===== src/rtl/memory_hw_pkg.sv =====
// Shared constants for the two-slot write-once memory with FND readout.
// Optional build macro: FND_DASH_EN (invalid slots show a dash after a read).
package memory_hw_pkg;

    localparam int DATA_W = 8;
    localparam int DEPTH  = 2;

    localparam logic [6:0] FND_BLANK = 7'h7F;
    localparam logic [6:0] FND_DASH  = 7'h3F;

    // Active-low segments, bit order {g,f,e,d,c,b,a}, indexed by nibble value.
    localparam logic [6:0] HEX_SEG [16] = '{
        7'h40, 7'h79, 7'h24, 7'h30, 7'h19, 7'h12, 7'h02, 7'h78,
        7'h00, 7'h10, 7'h08, 7'h03, 7'h46, 7'h21, 7'h06, 7'h0E
    };

endpackage


===== src/rtl/memory_hw_if.sv =====
// Bus bundle between the memory and its user: write/read strobes in, status and
// display out.
//
// Handshake: din_vld and read are single-cycle strobes sampled on every rising
// edge; there is no ready. A write is accepted only when full is low at that
// edge, otherwise it is silently dropped. dout_vld is high for the cycle after
// each sampled read, when the fnd_out* registers hold the fresh snapshot.
interface memory_hw_if;
    import memory_hw_pkg::*;

    logic [DATA_W-1:0] din;
    logic              din_vld;
    logic              read;
    logic              full;
    logic [DEPTH-1:0]  status_vld;
    logic              dout_vld;
    logic [6:0]        fnd_out1;
    logic [6:0]        fnd_out2;
    logic [6:0]        fnd_out3;
    logic [6:0]        fnd_out4;

    modport master (
        output din, din_vld, read,
        input  full, status_vld, dout_vld, fnd_out1, fnd_out2, fnd_out3, fnd_out4
    );

    modport slave (
        input  din, din_vld, read,
        output full, status_vld, dout_vld, fnd_out1, fnd_out2, fnd_out3, fnd_out4
    );

endinterface


===== src/rtl/memory_hw_fnd_hex_dec.sv =====
// Combinational nibble to active-low 7-segment decoder.
module fnd_hex_dec
    import memory_hw_pkg::*;
(
    input  logic [3:0] nib,
    output logic [6:0] seg
);

    // Straight table lookup; every nibble value has a code.
    always_comb begin
        seg = HEX_SEG[nib];
    end

endmodule


===== src/rtl/memory_hw.sv =====
// Two-slot, 8-bit write-once memory with a 4-digit FND snapshot on read.
// Optional build macro: FND_DASH_EN (invalid-slot digits read back as a dash
// instead of blank; reset still blanks the display).
module memory_hw
    import memory_hw_pkg::*;
(
    input  logic        clk,
    input  logic        rst,
    memory_hw_if.slave  bus
);

`ifdef FND_DASH_EN
    localparam logic [6:0] FND_INVALID = FND_DASH;
`else
    localparam logic [6:0] FND_INVALID = FND_BLANK;
`endif

    logic [DATA_W-1:0] slot0_q, slot0_d;
    logic [DATA_W-1:0] slot1_q, slot1_d;
    logic [DEPTH-1:0]  status_q, status_d;
    logic              dout_vld_q, dout_vld_d;
    logic [6:0]        fnd1_q, fnd1_d;
    logic [6:0]        fnd2_q, fnd2_d;
    logic [6:0]        fnd3_q, fnd3_d;
    logic [6:0]        fnd4_q, fnd4_d;
    logic [6:0]        seg1, seg2, seg3, seg4;
    logic              full;

    assign full = &status_q;

    // Decoders look at the stored (pre-edge) slot contents, so a same-cycle
    // write never shows up in the snapshot taken by a concurrent read.
    fnd_hex_dec u_dec1 (.nib(slot0_q[7:4]), .seg(seg1));
    fnd_hex_dec u_dec2 (.nib(slot0_q[3:0]), .seg(seg2));
    fnd_hex_dec u_dec3 (.nib(slot1_q[7:4]), .seg(seg3));
    fnd_hex_dec u_dec4 (.nib(slot1_q[3:0]), .seg(seg4));

    // Next-state: fill lowest empty slot on write, snapshot display on read.
    always_comb begin
        slot0_d    = slot0_q;
        slot1_d    = slot1_q;
        status_d   = status_q;
        fnd1_d     = fnd1_q;
        fnd2_d     = fnd2_q;
        fnd3_d     = fnd3_q;
        fnd4_d     = fnd4_q;
        dout_vld_d = bus.read;

        if (bus.din_vld && !full) begin
            if (!status_q[0]) begin
                slot0_d  = bus.din;
                status_d = 2'b01;
            end else begin
                slot1_d  = bus.din;
                status_d = 2'b11;
            end
        end

        if (bus.read) begin
            fnd1_d = status_q[0] ? seg1 : FND_INVALID;
            fnd2_d = status_q[0] ? seg2 : FND_INVALID;
            fnd3_d = status_q[1] ? seg3 : FND_INVALID;
            fnd4_d = status_q[1] ? seg4 : FND_INVALID;
        end
    end

    // State registers; reset empties the memory and blanks the display.
    always_ff @(posedge clk) begin
        if (rst) begin
            slot0_q    <= '0;
            slot1_q    <= '0;
            status_q   <= '0;
            dout_vld_q <= 1'b0;
            fnd1_q     <= FND_BLANK;
            fnd2_q     <= FND_BLANK;
            fnd3_q     <= FND_BLANK;
            fnd4_q     <= FND_BLANK;
        end else begin
            slot0_q    <= slot0_d;
            slot1_q    <= slot1_d;
            status_q   <= status_d;
            dout_vld_q <= dout_vld_d;
            fnd1_q     <= fnd1_d;
            fnd2_q     <= fnd2_d;
            fnd3_q     <= fnd3_d;
            fnd4_q     <= fnd4_d;
        end
    end

    assign bus.full       = full;
    assign bus.status_vld = status_q;
    assign bus.dout_vld   = dout_vld_q;
    assign bus.fnd_out1   = fnd1_q;
    assign bus.fnd_out2   = fnd2_q;
    assign bus.fnd_out3   = fnd3_q;
    assign bus.fnd_out4   = fnd4_q;

endmodule


===== src/flat_wrapper.sv =====
// flat-port wrapper written by rule: the top's interface ports become plain ports
module memory_hw_flat import memory_hw_pkg::*;
  (clk, rst, bus_din, bus_din_vld, bus_read, bus_full, bus_status_vld, bus_dout_vld, bus_fnd_out1, bus_fnd_out2, bus_fnd_out3, bus_fnd_out4);
  memory_hw_if bus_i ();
  input  logic clk;
  input  logic rst;
  input wire logic [$bits(bus_i.din)-1:0] bus_din;
  input wire logic [$bits(bus_i.din_vld)-1:0] bus_din_vld;
  input wire logic [$bits(bus_i.read)-1:0] bus_read;
  output wire logic [$bits(bus_i.full)-1:0] bus_full;
  output wire logic [$bits(bus_i.status_vld)-1:0] bus_status_vld;
  output wire logic [$bits(bus_i.dout_vld)-1:0] bus_dout_vld;
  output wire logic [$bits(bus_i.fnd_out1)-1:0] bus_fnd_out1;
  output wire logic [$bits(bus_i.fnd_out2)-1:0] bus_fnd_out2;
  output wire logic [$bits(bus_i.fnd_out3)-1:0] bus_fnd_out3;
  output wire logic [$bits(bus_i.fnd_out4)-1:0] bus_fnd_out4;
  assign bus_i.din = bus_din;
  assign bus_i.din_vld = bus_din_vld;
  assign bus_i.read = bus_read;
  assign bus_full = bus_i.full;
  assign bus_status_vld = bus_i.status_vld;
  assign bus_dout_vld = bus_i.dout_vld;
  assign bus_fnd_out1 = bus_i.fnd_out1;
  assign bus_fnd_out2 = bus_i.fnd_out2;
  assign bus_fnd_out3 = bus_i.fnd_out3;
  assign bus_fnd_out4 = bus_i.fnd_out4;
  memory_hw u_core (.clk(clk), .rst(rst), .bus(bus_i));
endmodule

===== config.mk =====
export PLATFORM = sky130hd
export DESIGN_NAME = memory_hw_flat
export DESIGN_NICKNAME = d
export VERILOG_FILES = /design/src/rtl/memory_hw_pkg.sv /design/src/rtl/memory_hw_if.sv /design/src/rtl/memory_hw_fnd_hex_dec.sv /design/src/rtl/memory_hw.sv /design/src/flat_wrapper.sv
export SDC_FILE = /design/constraint.sdc
export NUM_CORES = 1
export LEC_CHECK = 0
export CELL_PAD_IN_SITES_DETAIL_PLACEMENT = 1
export CELL_PAD_IN_SITES_GLOBAL_PLACEMENT = 2
export CORE_ASPECT_RATIO = 1.2
export CORE_MARGIN = 8
export CORE_UTILIZATION = 29
export DETAILED_ROUTE_END_ITERATION = 16
export PLACE_DENSITY = 0.86
export RECOVER_POWER = 100
export SYNTH_ARGS = -nofsm -noshare
export SYNTH_HDL_FRONTEND = slang
export SYNTH_SLANG_ARGS = --single-unit

===== constraint.sdc =====
create_clock -name clk -period 1.6 [get_ports clk]
set_clock_uncertainty 0.1 [all_clocks]
set_input_delay 0.24 -clock clk [delete_from_list [all_inputs] [get_ports clk]]
set_output_delay 0.24 -clock clk [all_outputs]
set_load 0.01 [all_outputs]

## Word-level counts from Yosys, hierarchy flattened

Memory sizes are Yosys's and may differ from the RTL's.
Cells that the tools add are included.

- Memories: 4
- ROM bits: 448
- Bits of input ports: 12
- Bits in writable memories: 0
- Register bits: 47
- Output and inout port bits: 32
- Logic and storage cells: 39
- Bits in latches: 0

Memories:

| name | words | bits a word | rd ports | clocked after memory_dff | write ports | RTL line | source |
|---|---|---|---|---|---|---|---|
| (no name shown) | 16 | 7 | 1 | 0 | 0 | memory_hw_fnd_hex_dec.sv:11 | `seg = HEX_SEG[nib];` |
| (no name shown) | 16 | 7 | 1 | 0 | 0 | memory_hw_fnd_hex_dec.sv:11 |  |
| (no name shown) | 16 | 7 | 1 | 0 | 0 | memory_hw_fnd_hex_dec.sv:11 |  |
| (no name shown) | 16 | 7 | 1 | 0 | 0 | memory_hw_fnd_hex_dec.sv:11 |  |

- Bitwise logic cells: 5
- Shift operators: 0
- Reductions and logical operators: 5
- Equality and inequality tests: 0
- Divide/modulo/power cells: 0
- Multiplexer cells: 13
- Magnitude comparators: 4
- Add/subtract/negate cells: 0
- $mul: 0

Operators by type and width:

| kind | count |
|---|---|
| $mux W7 | 12 |
| $ge A5 B5 Y1 const B | 4 |
| $not A4 Y5 | 4 |
| $reduce_and A2 Y1 | 3 |
| $mux W2 | 1 |
| $logic_and A1 B1 Y1 | 1 |
| $logic_not A1 Y1 | 1 |
| $not A1 Y1 | 1 |

## Depth between registers and ports, before layout

- Depth in word-level cells: 5
- Depth in mapped cells: 6
- Depth with buffers taken out: 5

## By module

From an unflattened synthesis, not the netlist that was laid out.

- Cell total of the unflattened synthesis: 306
- Area total of the unflattened synthesis: 2,733.9 sq um

By module, submodules not included:

| module | instances | cells each | area each (sq um) | sequential area each (sq um) |
|---|---|---|---|---|
| memory_hw | 1 | 177 | 1,639.1 | 940.9 |
| fnd_hex_dec (u_core.u_dec2 ...) | 3 | 32 | 275.3 | 0.0 |
| fnd_hex_dec (u_core.u_dec1) | 1 | 33 | 269.0 | 0.0 |

## Worst setup path before layout

Ideal clock, no wire load.

- Kind: register -> register
- From: reg u_core.slot1_q[0]
- To: reg u_core.fnd4_q[3], in the netlist u_core.bus.fnd_out4[3]
- Path slack: -0.056 ns
- Library setup time: 0.122 ns
- Stages on the path, launching flop included: 6
- Arrival time: 1.434 ns
- Path through: dfxtp_1 > inv_1 > ha_1 > inv_1 > mux4_2 > o32a_1

- Longest elaborated chain between the ends: 5

RTL lines:

| item | RTL line | source |
|---|---|---|
| start: declaration | memory_hw.sv:19 | `logic [DATA_W-1:0] slot1_q, slot1_d;` |
| start signal: assignment | memory_hw.sv:80 | `slot1_q <= slot1_d;` |
| $not A4 Y5 (implied by the code) | memory_hw_fnd_hex_dec.sv:11 |  |
| $mem_v2 Z16 W7 | n/a |  |
| $mux W7 (implied by the code) (2 in series) | memory_hw_fnd_hex_dec.sv:11 |  |
| $mux W7 | memory_hw.sv:63 | `fnd4_d = status_q[1] ? seg4 : FND_INVALID;` |
| end signal: assignment | memory_hw.sv:86 | `fnd4_q <= fnd4_d;` |
| end: declaration | memory_hw.sv:25 | `logic [6:0] fnd4_q, fnd4_d;` |

Every way passes these cells. The select of a mux whose other input is x is not followed.
A chain may end at the register's enable or synchronous reset.

## Final worst setup path

- From: reg u_core.slot0_q[0]
- To: reg u_core.fnd2_q[3], in the netlist u_core.bus.fnd_out2[3]

- Longest elaborated chain between the ends: 5

RTL lines:

| item | RTL line | source |
|---|---|---|
| start: declaration | memory_hw.sv:18 | `logic [DATA_W-1:0] slot0_q, slot0_d;` |
| start signal: assignment | memory_hw.sv:79 | `slot0_q <= slot0_d;` |
| $not A4 Y5 (implied by the code) | memory_hw_fnd_hex_dec.sv:11 |  |
| $mem_v2 Z16 W7 | n/a |  |
| $mux W7 (implied by the code) (2 in series) | memory_hw_fnd_hex_dec.sv:11 |  |
| $mux W7 | memory_hw.sv:61 | `fnd2_d = status_q[0] ? seg2 : FND_INVALID;` |
| end signal: assignment | memory_hw.sv:84 | `fnd2_q <= fnd2_d;` |
| end: declaration | memory_hw.sv:23 | `logic [6:0] fnd2_q, fnd2_d;` |

Every way passes these cells. The select of a mux whose other input is x is not followed.

==> results.sh <==
export IMPL_status="completed"
export IMPL_fp_dieW_um=103.2
export IMPL_holdWs_ns=0.3704
export IMPL_cts_clk_slew_worst_paths_ns=0.09
export IMPL_drc=0
export IMPL_cts_root_buffer="clkbuf_8"
export IMPL_fmax_ghz=0.6328
export IMPL_portBuffers=43
export IMPL_synth_nets=327
export IMPL_cts_buffers=5
export IMPL_setup_viol=0
export IMPL_grt_max_degree=26
export IMPL_globalRouteMet1Util_pct=12.79
export IMPL_worst_setup_path_end_kind="flop"
export IMPL_cp_max_fo=5
export IMPL_drv_slew=0
export IMPL_min_period_ns=1.580
export IMPL_timing_final_ws_setup_ns=0.01982
export IMPL_initial_utilization_pct=29.58
export IMPL_max_cap_viol_count=0
export IMPL_n_antenna_cell=0
export IMPL_top_usage_layer="met2"
export IMPL_ios=44
export IMPL_synth_top_family_by_area="compound AO/OA/AOI/OAI gates"
export IMPL_synth_warnings=0
export IMPL_powerDensity_nw_per_um2=795.4
export IMPL_yosys_area_share_simple_pct=15.05
export IMPL_place_congestion=0.7932
export IMPL_firstDrtPassIters=3
export IMPL_multiInputGateArea_um2=1540
export IMPL_power_mw=2.784
export IMPL_ant_nets=0
export IMPL_wire_per_inst_um=14.74
export IMPL_grt_pass1_wl_mm=11.55
export IMPL_hp_class="flop to flop"
export IMPL_htreeDepth=2
export IMPL_antenna_found_initial=0
export IMPL_p_leak_nw=1.421
export IMPL_vias_per_cell=4.817
export IMPL_path_class="flop to flop"
export IMPL_synth_edff_count=0
export IMPL_slowest_delay_ns=0.48
export IMPL_yosys_top_cells_area="dfxtp_1 36%, ha_1 13%, mux2i_1 8.7%, a21oi_1 4.5%, nor2_1 4.4%"
export IMPL_avgSynthCellArea_um2=9.212
export IMPL_slew_headroom_pct=65.37
export IMPL_nets=389
export IMPL_met3_usage_pct=1.898
export IMPL_core_region_area_um2=8939
export IMPL_fp_row_count=38
export IMPL_met2_usage_pct=21.54
export IMPL_grtUsageTotal_pct=11.56
export IMPL_synth_seq_cells=47
export IMPL_synth_flop_cell="dfxtp_1"
export IMPL_grt_setup_unrepaired="true"
export IMPL_synth_fa_ha_area_share_pct=13.25
export IMPL_initialDrtViolationCount=75
export IMPL_synth_top_area_share_pct=35.59
export IMPL_drive_above_1_share_pct=17.43
export IMPL_yosysSeqAreaShare_pct=35.59
export IMPL_cts_sinks=47
export IMPL_ys_types=35
export IMPL_seq_area_um2=948.4
export IMPL_fin_crit_sh_pct=98.76
export IMPL_async_flop_share_pct=0
export IMPL_drt_wl_total_mm=6.928
export IMPL_pre_cts_slack_ns=-0.06786
export IMPL_yosys_area_share_xor_xnor_pct=0
export IMPL_cts_tree="built"
export IMPL_critPathLaunchType="flop"
export IMPL_synthMuxAreaShare_pct=12.12
export IMPL_arrival_ns=1.67
export IMPL_num_vias=2264
export IMPL_synth_commonest_cells="47 x dfxtp_1, 31 x nor2_1, 28 x ha_1"
export IMPL_grt_pass1_vias=2366
export IMPL_slowest_stage="mux4_2"
export IMPL_clock_latency_ns=0.30
export IMPL_dpl_hpwl_mm=5.398
export IMPL_netlist_area_um2=2644
export IMPL_peakVddDrop_mv=0.3704
export IMPL_placedInstanceArea_um2=3344
export IMPL_grt_overflow_total=0
export IMPL_worstMarginPinSlew_ns=0.5194
export IMPL_path_delay_family="multiplexers"
export IMPL_clock_path_buffers=2
export IMPL_fin_area_um2=3501
export IMPL_path_buf_inv=1
export IMPL_worstPathCellList="buf_4 -> ha_2 -> mux4_2 -> o22a_1"
export IMPL_hold_violations=0
export IMPL_yosysTopAreaCell="dfxtp_1"
export IMPL_worst_ep_required_time_ns=1.69
export IMPL_syn_to_final_growth_pct=32.42
export IMPL_synthMostInstantiatedCell="dfxtp_1"
export IMPL_synth_compound_area_share_pct=16.42
export IMPL_fill_cells=1094
export IMPL_die_area_um2=12440
export IMPL_syn_instance_count=287
export IMPL_die_h_um=120.6
==> worst paths after layout <==
| path | startpoint | end | slack (ns) | depth (start not counted) |
|---|---|---|---|---|
| max reg2reg | u_core.slot0_q[0] | u_core.bus.fnd_out2[3] | 0.02 | 4 |
| min | u_core.bus.fnd_out3[2] | u_core.bus.fnd_out3[2] | 0.37 | 2 |
| max | u_core.slot0_q[0] | u_core.bus.fnd_out2[3] | 0.02 | 4 |
| min reg2reg | u_core.bus.fnd_out3[2] | u_core.bus.fnd_out3[2] | 0.37 | 2 |
==> layout by cell type, fill, tap and decap left out, drive strengths merged, types with 5 or more instances in the layout <==
cell type      instances
clkdlybuf4s50         35
nand2                 19
and3                   5
o21ai                  8
o32a                  10
a21oi                 24
clkbuf                13
nor2                  31
nor2b                  9
dfxtp                 47
a31oi                 11
buf                   27
mux2i                 23
ha                    28
inv                   14
==> cell type report <==
cell class              instances  share of cell area (%)
inverters                      14                   1.644
multi-input cells             204                   44.00
clock buffers                   6                   2.073
well taps                     120                   4.289
repair buffers                 77                   19.19
flip-flops and latches         47                   27.09
clock inverters                 2                   1.716
==> timing repair <==
item / CTS / global route
endpoints found under the setup margin: 4 / 8
resized for setup: 6 / 16
buffers inserted: 0 / 1
pin swaps: 0 / 3
hold buffers: 0 / 0
==> flip-flops by register name, summed over array words and instances, names as in the netlist <==
name,cells
u_core.bus.fnd_out3,7
u_core.slot0_q,8
u_core.bus.fnd_out2,7
u_core.bus.status_vld,2
u_core.bus.fnd_out4,7
u_core.bus.dout_vld,1
u_core.slot1_q,8
u_core.bus.fnd_out1,7
==> worst min-delay path: cells and delay by family, from the launching register on <==
family / cells / cell delay (ns)
simple gates: 2 / 0.11
flops: 1 / 0.33
==> metal layers <==
| layer | share of wire [%] | vias up | wire (um) |
|---|---|---|---|
| li1 | - | 1119 | - |
| met1 | 40 | 1104 | 2785 |
| met2 | 54 | 32 | 3732 |
| met3 | 4.5 | 9 | 315 |
| met4 | 1.4 | 0 | 95 |
| met5 | 0 | - | 0 |
==> metrics by stage <==
step	TNS (ns)	util, %	cells
after floorplan	0	-	287
after global placement	-0.4242	37.42	461
after detailed placement	-0.7200	37.42	461
after CTS	0	38.89	469
after global routing	-0.03126	39.17	470
final	0	39.17	470
==> power by group <==
group / leakage, nW / internal [mW] / switching (mW)
Sequential: 0.387 / 1.22 / 0.0559
Clock: 0.0654 / 0.625 / 0.409
Combinational: 0.968 / 0.247 / 0.225
Total: 1.42 / 2.09 / 0.690
==> kinds of logic (layout without fill, tap and decap cells) <==
family / count (synthesis) / count (layout)
flip-flops: 47 / 47
AO/OA/AOI/OAI: 66 / 66
AND/OR/NAND/NOR: 82 / 82
multiplexers: 28 / 28
buffers and inverters: 36 / 99
adder cells (fa/ha/maj): 28 / 28
Power figures use the tool's default switching activity.
